===== src/rtl/dragon_pkg.sv =====
// Shared types and constants for the dragon movement engine.
package dragon_pkg;

    localparam int GRID_SIZE = 16;

    typedef struct packed {
        logic [3:0] x;
        logic [3:0] y;
    } pos_t;

    localparam logic [1:0] DIR_UP    = 2'b00;
    localparam logic [1:0] DIR_RIGHT = 2'b01;
    localparam logic [1:0] DIR_DOWN  = 2'b10;
    localparam logic [1:0] DIR_LEFT  = 2'b11;

    typedef enum logic [1:0] {
        CHASE,
        ARRIVED,
        STUN
    } state_t;

    function automatic logic [4:0] abs5(input logic signed [4:0] v);
        return v[4] ? 5'(-v) : 5'(v);
    endfunction

endpackage


===== src/rtl/dragon_step_calc.sv =====
// Combinational next-cell calculator for the dragon.
// DRAGON_DIAGONAL_EN allows a combined X+Y step when both deltas are nonzero.
module dragon_step_calc
    import dragon_pkg::*;
(
    input  pos_t       cur_pos,
    input  pos_t       tgt_pos,
    output pos_t       next_pos,
    output logic [1:0] next_dir,
    output logic       at_target
);

    logic signed [4:0] dx;
    logic signed [4:0] dy;
    logic [4:0]        adx;
    logic [4:0]        ady;
    logic              step_x;
    logic              step_y;

    assign dx  = 5'({1'b0, tgt_pos.x}) - 5'({1'b0, cur_pos.x});
    assign dy  = 5'({1'b0, tgt_pos.y}) - 5'({1'b0, cur_pos.y});
    assign adx = abs5(dx);
    assign ady = abs5(dy);
    assign at_target = (cur_pos == tgt_pos);

`ifdef DRAGON_DIAGONAL_EN
    assign step_x = (dx != 5'sd0);
    assign step_y = (dy != 5'sd0);
`else
    // Ties favour the X axis.
    assign step_x = (dx != 5'sd0) && (adx >= ady);
    assign step_y = (dy != 5'sd0) && (adx < ady);
`endif

    always_comb begin
        next_pos   = cur_pos;
        next_dir   = DIR_RIGHT;
        if (step_x) begin
            next_pos.x = cur_pos.x + (dx[4] ? 4'hF : 4'h1);
        end
        if (step_y) begin
            next_pos.y = cur_pos.y + (dy[4] ? 4'hF : 4'h1);
        end
        unique case (1'b1)
            step_x:  next_dir = dx[4] ? DIR_LEFT : DIR_RIGHT;
            step_y:  next_dir = dy[4] ? DIR_UP : DIR_DOWN;
            default: next_dir = DIR_RIGHT;
        endcase
    end

endmodule


===== src/rtl/dragon_pursuit.sv =====
// Dragon movement engine: paced grid walk toward a target with hurt stun.
// Diagonal stepping is selected by DRAGON_DIAGONAL_EN in dragon_step_calc.
module dragon_pursuit
    import dragon_pkg::*;
#(
    parameter int         MOVE_PERIOD = 4,
    parameter int         STUN_FRAMES = 8,
    parameter logic [7:0] START_POS   = 8'h00
) (
    input  logic       clk,
    input  logic       reset,
    input  logic       trigger,
    input  pos_t       target_pos,
    input  logic       dragon_hurt,
    output pos_t       dragon_pos,
    output logic [1:0] dragon_direction,
    output logic       target_reached,
    output logic       moving,
    output logic       stunned
);

    localparam logic [3:0] LAST_MOVE = 4'(MOVE_PERIOD - 1);
    localparam logic [7:0] STUN_LOAD = 8'(STUN_FRAMES);

    state_t     state;
    logic [3:0] move_cnt;
    logic [7:0] stun_cnt;
    pos_t       next_pos;
    logic [1:0] next_dir;
    logic       at_target;

    dragon_step_calc u_step (
        .cur_pos  (dragon_pos),
        .tgt_pos  (target_pos),
        .next_pos (next_pos),
        .next_dir (next_dir),
        .at_target(at_target)
    );

    assign moving  = (state == CHASE) && (dragon_pos != target_pos);
    assign stunned = (state == STUN);

    // Hurt outranks both stepping and arrival in every state.
    always_ff @(posedge clk or posedge reset) begin
        if (reset) begin
            state            <= CHASE;
            dragon_pos       <= pos_t'(START_POS);
            dragon_direction <= DIR_RIGHT;
            target_reached   <= 1'b0;
            move_cnt         <= 4'd0;
            stun_cnt         <= 8'd0;
        end else begin
            target_reached <= 1'b0;
            unique case (state)
                CHASE: begin
                    if (dragon_hurt) begin
                        state    <= STUN;
                        stun_cnt <= STUN_LOAD;
                    end else if (trigger) begin
                        if (move_cnt == LAST_MOVE) begin
                            move_cnt <= 4'd0;
                            if (at_target) begin
                                state          <= ARRIVED;
                                target_reached <= 1'b1;
                            end else begin
                                dragon_pos       <= next_pos;
                                dragon_direction <= next_dir;
                            end
                        end else begin
                            move_cnt <= move_cnt + 4'd1;
                        end
                    end
                end
                ARRIVED: begin
                    if (dragon_hurt) begin
                        state    <= STUN;
                        stun_cnt <= STUN_LOAD;
                    end else if (trigger && (target_pos != dragon_pos)) begin
                        state    <= CHASE;
                        move_cnt <= 4'd0;
                    end
                end
                STUN: begin
                    if (dragon_hurt) begin
                        stun_cnt <= STUN_LOAD;
                    end else if (trigger) begin
                        if (stun_cnt == 8'd1) begin
                            state    <= CHASE;
                            move_cnt <= 4'd0;
                            stun_cnt <= 8'd0;
                        end else begin
                            stun_cnt <= stun_cnt - 8'd1;
                        end
                    end
                end
                default: state <= CHASE;
            endcase
        end
    end

endmodule


===== config.mk =====
export PLATFORM = sky130hd
export DESIGN_NAME = dragon_pursuit
export DESIGN_NICKNAME = d
export VERILOG_FILES = /design/src/rtl/dragon_pkg.sv /design/src/rtl/dragon_step_calc.sv /design/src/rtl/dragon_pursuit.sv
export SDC_FILE = /design/constraint.sdc
export NUM_CORES = 1
export LEC_CHECK = 0
export ABC_AREA = 0
export ABC_CLOCK_PERIOD_IN_PS = 4800
export CORE_AREA = 4 4 66 68
export DETAILED_ROUTE_END_ITERATION = 8
export DIE_AREA = 0 0 70 72
export PLACE_DENSITY = 0.84
export SKIP_LAST_GASP = 1
export SYNTH_ARGS = -nofsm -noshare
export SYNTH_HDL_FRONTEND = slang
export SYNTH_SLANG_ARGS = --single-unit

===== constraint.sdc =====
create_clock -name clk -period 4.8 [get_ports clk]
set_clock_uncertainty 0.2 [all_clocks]
set_input_delay 0.96 -clock clk [delete_from_list [all_inputs] [get_ports clk]]
set_output_delay 0.96 -clock clk [all_outputs]
set_load 0.05 [all_outputs]

Word-level counts from Yosys, hierarchy flattened
Cells that the tools add are included.
{"block": "word_totals", "output_inout_bits": 13, "in_bits": 12, "ram_bits": 0, "romBits": 0, "latchBits": 0, "memories": 0, "reg_bits": 25, "elab_cells": 91}
{"block": "op_classes", "n_reduce_logical": 16, "multipliers": 0, "bitwise_logic": 2, "div_mod_pow": 0, "n_eq_ne": 20, "n_shift": 0, "muxes": 36, "magnitude_cmp": 2, "n_addsub": 8}
{"cell": "$mux 4", "n": 10}
{"cell": "$mux 8", "n": 4}
{"cell": "$mux 2", "n": 11}
{"cell": "$ne 8x8->1", "n": 2}
{"cell": "$pmux 8 s2", "n": 1}
{"cell": "$ne 2x2->1 const B", "n": 6}
{"cell": "$ne 3x3->1 const B", "n": 4}
{"cell": "$pmux 4 s3", "n": 1}
{"cell": "$reduce_and 6->1", "n": 2}
{"cell": "$mux 5", "n": 2}
{"cell": "$neg 5->5", "n": 2}
{"cell": "$reduce_bool 5->1", "n": 2}
{"cell": "$sub 4x4->5", "n": 2}
{"cell": "$add 4x4->4", "n": 2}
{"cell": "$eq 8x1->1 const B", "n": 1}
{"cell": "$eq 8x8->1", "n": 1}
{"cell": "$reduce_and 8->1", "n": 1}
{"cell": "$sub 8x1->8 const B", "n": 1}
{"cell": "$reduce_and 7->1", "n": 1}
{"cell": "$pmux 2 s3", "n": 1}
{"cell": "$ge 5x5->1", "n": 1}
{"cell": "$lt 5x5->1", "n": 1}
{"cell": "$mux 1", "n": 5}
{"cell": "$reduce_and 5->1", "n": 1}
{"cell": "14 further kinds", "n": 19}

Longest topological paths before layout
Gate-level depths: netlist of run 1.
{"block": "depth", "depth_word": 6, "depth_mapped": 15, "depth_no_buf": 15}

Cells and area by module
Synthesis of run 1 repeated with hierarchy kept, for this count alone.
{"block": "hier_totals", "cells_unflattened": 235, "hier_area_um2": 2318.5}
{"module": "dragon_pursuit", "area_per_inst_um2": 1437.6, "cells_each": 130, "seq_area_each_um2": 626.9, "instances": 1}
{"module": "dragon_step_calc", "area_per_inst_um2": 880.8, "cells_each": 105, "seq_area_each_um2": 0.0, "instances": 1}

Worst setup path before layout of run 1
Ideal clock, no wire load.
{"block": "synth_path", "path_type": "input-to-reg", "startpoint": "input port target_pos[4] (netlist name)", "endpoint": "register dragon_pos[1] (netlist name)", "arrival_time_ns": 3.699, "t_required_ns": 4.475, "setup_slack_ns": 0.776, "cell_stages": 14, "cell_sequence": "inv_1 ha_1 inv_1 fa_1 a21o_2 a21oi_2 nor2b_1 xnor2_1 ha_1 a21oi_1 o221ai_1 nor3_2 o31ai_4 mux2_4"}
{"block": "synth_via", "elab_chain_cells": 6}
{"element": "start, declared", "line_no": "dragon_pursuit.sv:13", "rtl": "input pos_t target_pos,"}
{"element": "$sub 4x4->5", "line_no": "dragon_step_calc.sv:20", "rtl": "assign dx = 5'({1'b0, tgt_pos.x}) - 5'({1'b0, cur_pos.x});"}
{"element": "$neg 5->5", "line_no": "dragon_pkg.sv:23", "rtl": "return v[4] ? 5'(-v) : 5'(v);"}
{"element": "$mux 5", "line_no": "dragon_pkg.sv:23"}
{"element": "$lt 5x5->1", "line_no": "dragon_step_calc.sv:32", "rtl": "assign step_y = (dy != 5'sd0) && (adx < ady);"}
{"element": "$logic_and 1x1->1", "line_no": "dragon_step_calc.sv:32"}
{"element": "$reduce_and 6->1 (no source line) (*)"}
{"element": "end signal, assigned", "line_no": "dragon_pursuit.sv:47", "rtl": "dragon_pos <= pos_t'(START_POS);"}
{"element": "end signal, assigned", "line_no": "dragon_pursuit.sv:66", "rtl": "dragon_pos <= next_pos;"}
{"element": "end, declared", "line_no": "dragon_pursuit.sv:15", "rtl": "output pos_t dragon_pos,"}
Mark *: on every way between the ends. The rest lies on a longest branch, timed or not.
A chain may end at the register's enable or synchronous reset.

Worst setup path after layout of run 1
{"block": "layout_path", "startpoint": "input port target_pos[4] (netlist name)", "endpoint": "output port moving"}
{"block": "layout_via", "elab_chain_cells": 2}
{"element": "$ne 8x8->1", "line_no": "dragon_pursuit.sv:40", "rtl": "assign moving = (state == CHASE) && (dragon_pos != target_pos);"}
{"element": "$logic_and 1x1->1", "line_no": "dragon_pursuit.sv:40"}
{"element": "end, declared", "line_no": "dragon_pursuit.sv:18", "rtl": "output logic moving,"}
Every way passes these cells.

==> impl_metrics.toml, run 1 <==
[floorplan]
io_pins = 25
die_h_um = 72
rows = 23
dieArea_um2 = 5040
die_x_um = 70
initial_core_util = 0.534
core_area_um2 = 3860

[power_and_ir_drop]
max-vdd-ir-drop_mv = 0.439
p_leak_nw = 1.10
p_per_area_nw_per_um2 = 748

[cts]
clk_latency_ps = 270
post_cts_buffers = 0
cts-root-buf = "clkbuf_8"
cts_hold_repair.buffers = 0
cts.clk_slew.worst_paths_ps = 90
cts_buffer_depth = 2
htreeDepth = 1
cts_sinks = 25
tritoncts = "built"
cts_resized = 0
cts_buffers = 3

[placed_design]
gp_congestion = 0.834
pre_cts_slack_ps = 331
hpwl_um = 3020
io_buffers = 24

[yosys]
synth-edff-count = 0
synthArstFlopShare = 1.00
synthCells = 214
yosysSeqAreaShare = 0.304
ys_ff_latch = 25
ys.flop_type = "dfrtp_1"
syn_area_um2 = 2060
synth.top_cell.area_share = 0.292
ys.warnings.count = 0
synth_nets = 256
syn_avg_cell_area_um2 = 9.62
synth.distinct_cells = 49
synth.area.top_cells = "dfrtp_1, ha_1, xnor2_1"
synth_area_leader_cell = "dfrtp_1"

[detailed_routing]
wire_per_inst_um = 12.9
drc_errors = 0
first_iter_violations = 98
drt_pass1_iterations = 4
ant_nets = 0
wl_um = 3790
via_per_inst = 5.41
vias = 1591

[sta]
fmax_ghz = 0.237
finalSetupViolations = 0
setup_tns_ps = 0
drv_slew = 0
worst_slew_pin_slew_ps = 912
min_period_ps = 4220
post-route-period-util = 0.880
fin_ws_ps = 576
rsz0062_at_grt = "no"
relSlewSlack = 0.391
finalHoldViolCount = 0

[final_layout]
nets = 287
n_antenna_cell = 0
regArea_um2 = 627
multiInputGateArea_um2 = 1360
layout-drive-gt1-share = 0.102
synthToLayoutAreaGrowth_pct = 17.8
fin_util = 0.629
n_fill_cell = 342

[min_path]
hold_class = "flip-flop to flip-flop"

[setup_path]
worst_path_largest_cell_delay_ps = 700
cp-start-kind = "input pin"
worstPathArrival_ps = 3060
cp_cell_sequence = "clkdlybuf4s50_1, inv_1, ha_1, nand4_1, nor2_2, nor2_1, clkdlybuf4s50_1"
critical_path_class = "input pin to output pin"
cp-end-kind = "output pin"
crit_path_max_fanout = 4
slowest_stage = "clkdlybuf4s50_1"
critPathRequiredTime_ps = 3640
cp_common_cell = "clkdlybuf4s50_1"

[job]
cap_violations = 0

[global_route]
antenna_found_initial = 0
grt-ovfl-total = 0
grt_pass1_vias = 1569
grt_max_degree = 26
grt_use_total = 0.162
grt_first_pass_wirelength_um = 6760

[outcome]
outcome = "complete, no violations"
## final timing paths
path,startpoint,to,slack (ps),depth (start not counted)
hold reg to reg,dragon_pos[3]$_DFFE_PP0P_,dragon_pos[3]$_DFFE_PP0P_,300,1
hold / removal,dragon_pos[3]$_DFFE_PP0P_,dragon_pos[3]$_DFFE_PP0P_,300,1
setup reg to reg,dragon_pos[4]$_DFFE_PP0P_,dragon_pos[1]$_DFFE_PP0P_,1250,13
max in group asynchronous,reset,dragon_pos[3]$_DFFE_PP0P_,2860,2
setup / recovery,target_pos[4],moving,580,7
min in group asynchronous,reset,stun_cnt[1]$_DFFE_PP0P_,980,2
## Yosys cell counts, types with 4 or more instances
cell and count:
ha_1 26, dfrtp_1 24, nor2_1 19, inv_1 18
nand2_1 16, xnor2_1 12, o21ai_0 11, xor2_1 8
a21oi_1 7, a21o_1 6, nand2b_1 5, nand3_1 5
a31oi_1 4, fa_1 4, nand4_1 4
## cells in the final DEF, fill, tap and decap left out, types with 3 or more instances in the layout
| master | instances |
|---|---|
| nand2_1 | 16 |
| xor2_1 | 8 |
| nor2b_1 | 3 |
| a21o_1 | 6 |
| dfrtp_1 | 24 |
| nand4_1 | 4 |
| clkdlybuf4s50_1 | 24 |
| nand2b_1 | 5 |
| inv_1 | 18 |
| a31oi_1 | 4 |
| nor2_1 | 19 |
| nand3_1 | 5 |
| xnor2_1 | 12 |
| fa_1 | 4 |
| clkbuf_8 | 3 |
| o21ai_0 | 11 |
| ha_1 | 26 |
| a21oi_1 | 7 |
## flip-flops by register name, indices dropped and copies added (netlist names)
| signal | cells |
|---|---|
| dragon_direction | 2 |
| dragon_pos | 8 |
| move_cnt | 4 |
| state | 2 |
| stun_cnt | 8 |
| target_reached | 1 |
## cells by family (layout without fill, tap and decap cells)
family | Yosys count | count (layout) | share of synthesized area
muxes | 3 | 3 | 0.0170
AOI/OAI and AO/OA | 49 | 49 | 0.179
and+or+nand+nor | 67 | 67 | 0.176
adders and majority gates | 30 | 30 | 0.197
DFF | 25 | 25 | 0.304
xor gates and xnor gates | 21 | 21 | 0.0930
buffers and inverters | 19 | 49 | 0.0346
## through the flow
step           cell area (um^2)  hold slack, ps  cells  power (W)
6_report                   2430             300    294    0.00181
5_1_grt                    2430             345    294    0.00202
4_1_cts                    2430             311    294    0.00183
3_5_place_dp               2380             295    290    0.00169
3_3_place_gp               2380             283    290    0.00166
2_1_floorplan              2060             296    214    0.00141
## routing by layer
metal,track usage,up-vias,share of wire
met5,0,-,0
met4,0.0447,0,0.016
met3,0.0346,6,0.039
met2,0.265,38,0.46
met1,0.219,729,0.48
li1,-,818,-
## cell type report
class                      count  share of cell area
inverter                      19              0.0294
multi-input combinational    170               0.561
tap                           50              0.0258
sequential                    25               0.258
clock buffer                   3              0.0170
clock inverter                 1             0.00309
timing repair buffer          26               0.105
## where the power goes
part / internal [W] / switching (W) / total (W) / leakage, nW
clock: 0.0000588 / 0.0000683 / 0.000127 / 0.0217
sequential: 0.000294 / 0.0000930 / 0.000387 / 0.317
combinational: 0.000550 / 0.000751 / 0.00130 / 0.756
## worst max-delay path, delay by kind of cell
kind	cells	cell delay, ps
buf+inv	3	1190
simple gates	3	560
fa+ha+maj	1	350
Note: power is estimated with default switching activity, not from simulation.
==> inputs of run 2 (changes only) <==
--- a/config.mk
+++ b/config.mk
@@ -10,7 +10,8 @@
 export CORE_AREA = 4 4 66 68
 export DETAILED_ROUTE_END_ITERATION = 8
 export DIE_AREA = 0 0 70 72
-export PLACE_DENSITY = 0.84
+export DONT_BUFFER_PORTS = 1
+export PLACE_DENSITY = 0.76
 export SKIP_LAST_GASP = 1
 export SYNTH_ARGS = -nofsm -noshare
 export SYNTH_HDL_FRONTEND = slang
==> run 2 against run 1 <==
  * Sequential share of layout area is 2.9 points higher
  * Global-route usage down 0.36 points
  * Utilization shrank 6.4 points
  * Die area is the same
  * Critical path depth grew 6
  * Wire length decreased by 2.6%
  * Count of clock-buffer cells in the layout stayed put
  * Highest routed layer unchanged
==> impl_metrics.toml, run 2 (synthesized netlist as in run 1, its figures left out) <==
[global_route]
grt_pass1_vias = 1509
grt_first_pass_wirelength_um = 6640
antenna_found_initial = 0
grt-ovfl-total = 0
grt_use_total = 0.159
grt_max_degree = 26

[setup_path]
critPathRequiredTime_ps = 4760
cp-end-kind = "flip-flop"
r2r_start = "dragon_pos[0]$_DFFE_PP0P_"
critical_path_class = "flip-flop to flip-flop"
cp-start-kind = "flip-flop"
worstPathArrival_ps = 3970
r2r_slack_ps = 790
r2r-end = "dragon_pos[1]$_DFFE_PP0P_"
ff2ff_path_depth = 13
crit_path_max_fanout = 12

[final_layout]
regArea_um2 = 627
synthToLayoutAreaGrowth_pct = 5.77
multiInputGateArea_um2 = 1360
nets = 262
n_fill_cell = 341
fin_util = 0.565
final_cell_mix = "ha_1, dfrtp_1, nor2_1, inv_1, nand2_1"
layout-drive-gt1-share = 0.110
layout_commonest_cell = "ha_1"
n_antenna_cell = 0
reg_top3 = "dragon_pos x8, stun_cnt x8, move_cnt x4"

[sta]
post-route-period-util = 0.836
fmax_ghz = 0.249
drv_slew = 0
min_period_ps = 4010
fin_hold_ws_ps = 347
relSlewSlack = 0.369
worst_slew_pin_slew_ps = 946
setup_tns_ps = 0
finalHoldViolCount = 0
finalSetupViolations = 0
rsz0062_at_grt = "no"
fin_ws_ps = 787

[placed_design]
hpwl_um = 3010
pre_cts_slack_ps = 679
io_buffers = 0
gp_congestion = 0.821

[cts]
cts_buffers = 3
cts_hold_repair.buffers = 0
htreeDepth = 1
cts_buffer_depth = 2
cts_resized = 0
cts_sinks = 25
cts.clk_slew.worst_paths_ps = 90
tritoncts = "built"
cts-root-buf = "clkbuf_8"
clk_latency_ps = 270
post_cts_buffers = 0

[detailed_routing]
drt_pass1_iterations = 4
wl_um = 3690
drc_errors = 0
ant_nets = 0
wire_per_inst_um = 13.7
vias = 1507
via_per_inst = 5.60
first_iter_violations = 48

[min_path]
hp-start = "move_cnt[1]$_DFFE_PP0P_"
hold_class = "flip-flop to flip-flop"
worstHoldPathCells = 2
holdPathEnd = "move_cnt[1]$_DFFE_PP0P_"

[floorplan]
core_area_um2 = 3860
rows = 23
dieArea_um2 = 5040
initial_core_util = 0.534
io_pins = 25
die_x_um = 70
die_h_um = 72

[job]
cap_violations = 0

[outcome]
outcome = "complete, no violations"
run 2: cell types whose count changed in the layout (fill, tap and decap cells not counted), sizes merged:
cell	change
clkdlybuf4s50	-24
buf	-1
run 2: stage by stage:
step / std cells / area (um^2)
after floorplan: 214 / 2060
after CTS: 269 / 2180
final: 269 / 2180
after global placement: 265 / 2130
after detailed placement: 265 / 2130
after global routing: 269 / 2180
run 2: worst max-delay path by stage:
stage	from	end	slack (ps)	cells after the start
after global routing	dragon_pos[0]$_DFFE_PP0P_	dragon_pos[1]$_DFFE_PP0P_	530	13
after CTS	dragon_pos[0]$_DFFE_PP0P_	dragon_pos[1]$_DFFE_PP0P_	760	13
final	dragon_pos[0]$_DFFE_PP0P_	dragon_pos[1]$_DFFE_PP0P_	790	13
after global placement	target_pos[4]	dragon_pos[1]$_DFFE_PP0P_	770	14
after floorplan	target_pos[4]	dragon_pos[1]$_DFFE_PP0P_	780	14
after detailed placement	target_pos[4]	dragon_pos[1]$_DFFE_PP0P_	680	14
run 2: final cells by class:
cell class,instances,share of cell area
clock buffers,3,0.0190
clock inverters,1,0.00345
inverters,19,0.0327
multi-input cells,170,0.625
flip-flops and latches,25,0.288
well taps,50,0.0287
repair buffers,1,0.00345
run 2: routing by layer:
layer,up-vias,wire length (um),share of wire,GRT usage
met5,-,0,0,0
met2,24,1740,0.47,0.271
li1,771,-,-,-
met3,4,186,0.050,0.0485
met4,0,17,0.0046,0.0191
met1,708,1740,0.47,0.206
run 2: worst max-delay path, cell delays in order, from the launching register on:
cell and delay (ps):
dfrtp_1 770, ha_1 280, inv_2 40, fa_1 400, a21o_1 200, a21oi_4 370
nand2b_1 130, xnor2_1 140, ha_1 290, a21oi_1 190, o221ai_1 170, nor3_2 240
o31ai_4 150, mux2_4 310
Power of run 2 is not shown: default switching activity piles up to over one toggle a cycle in this logic, so the estimate is an artifact.
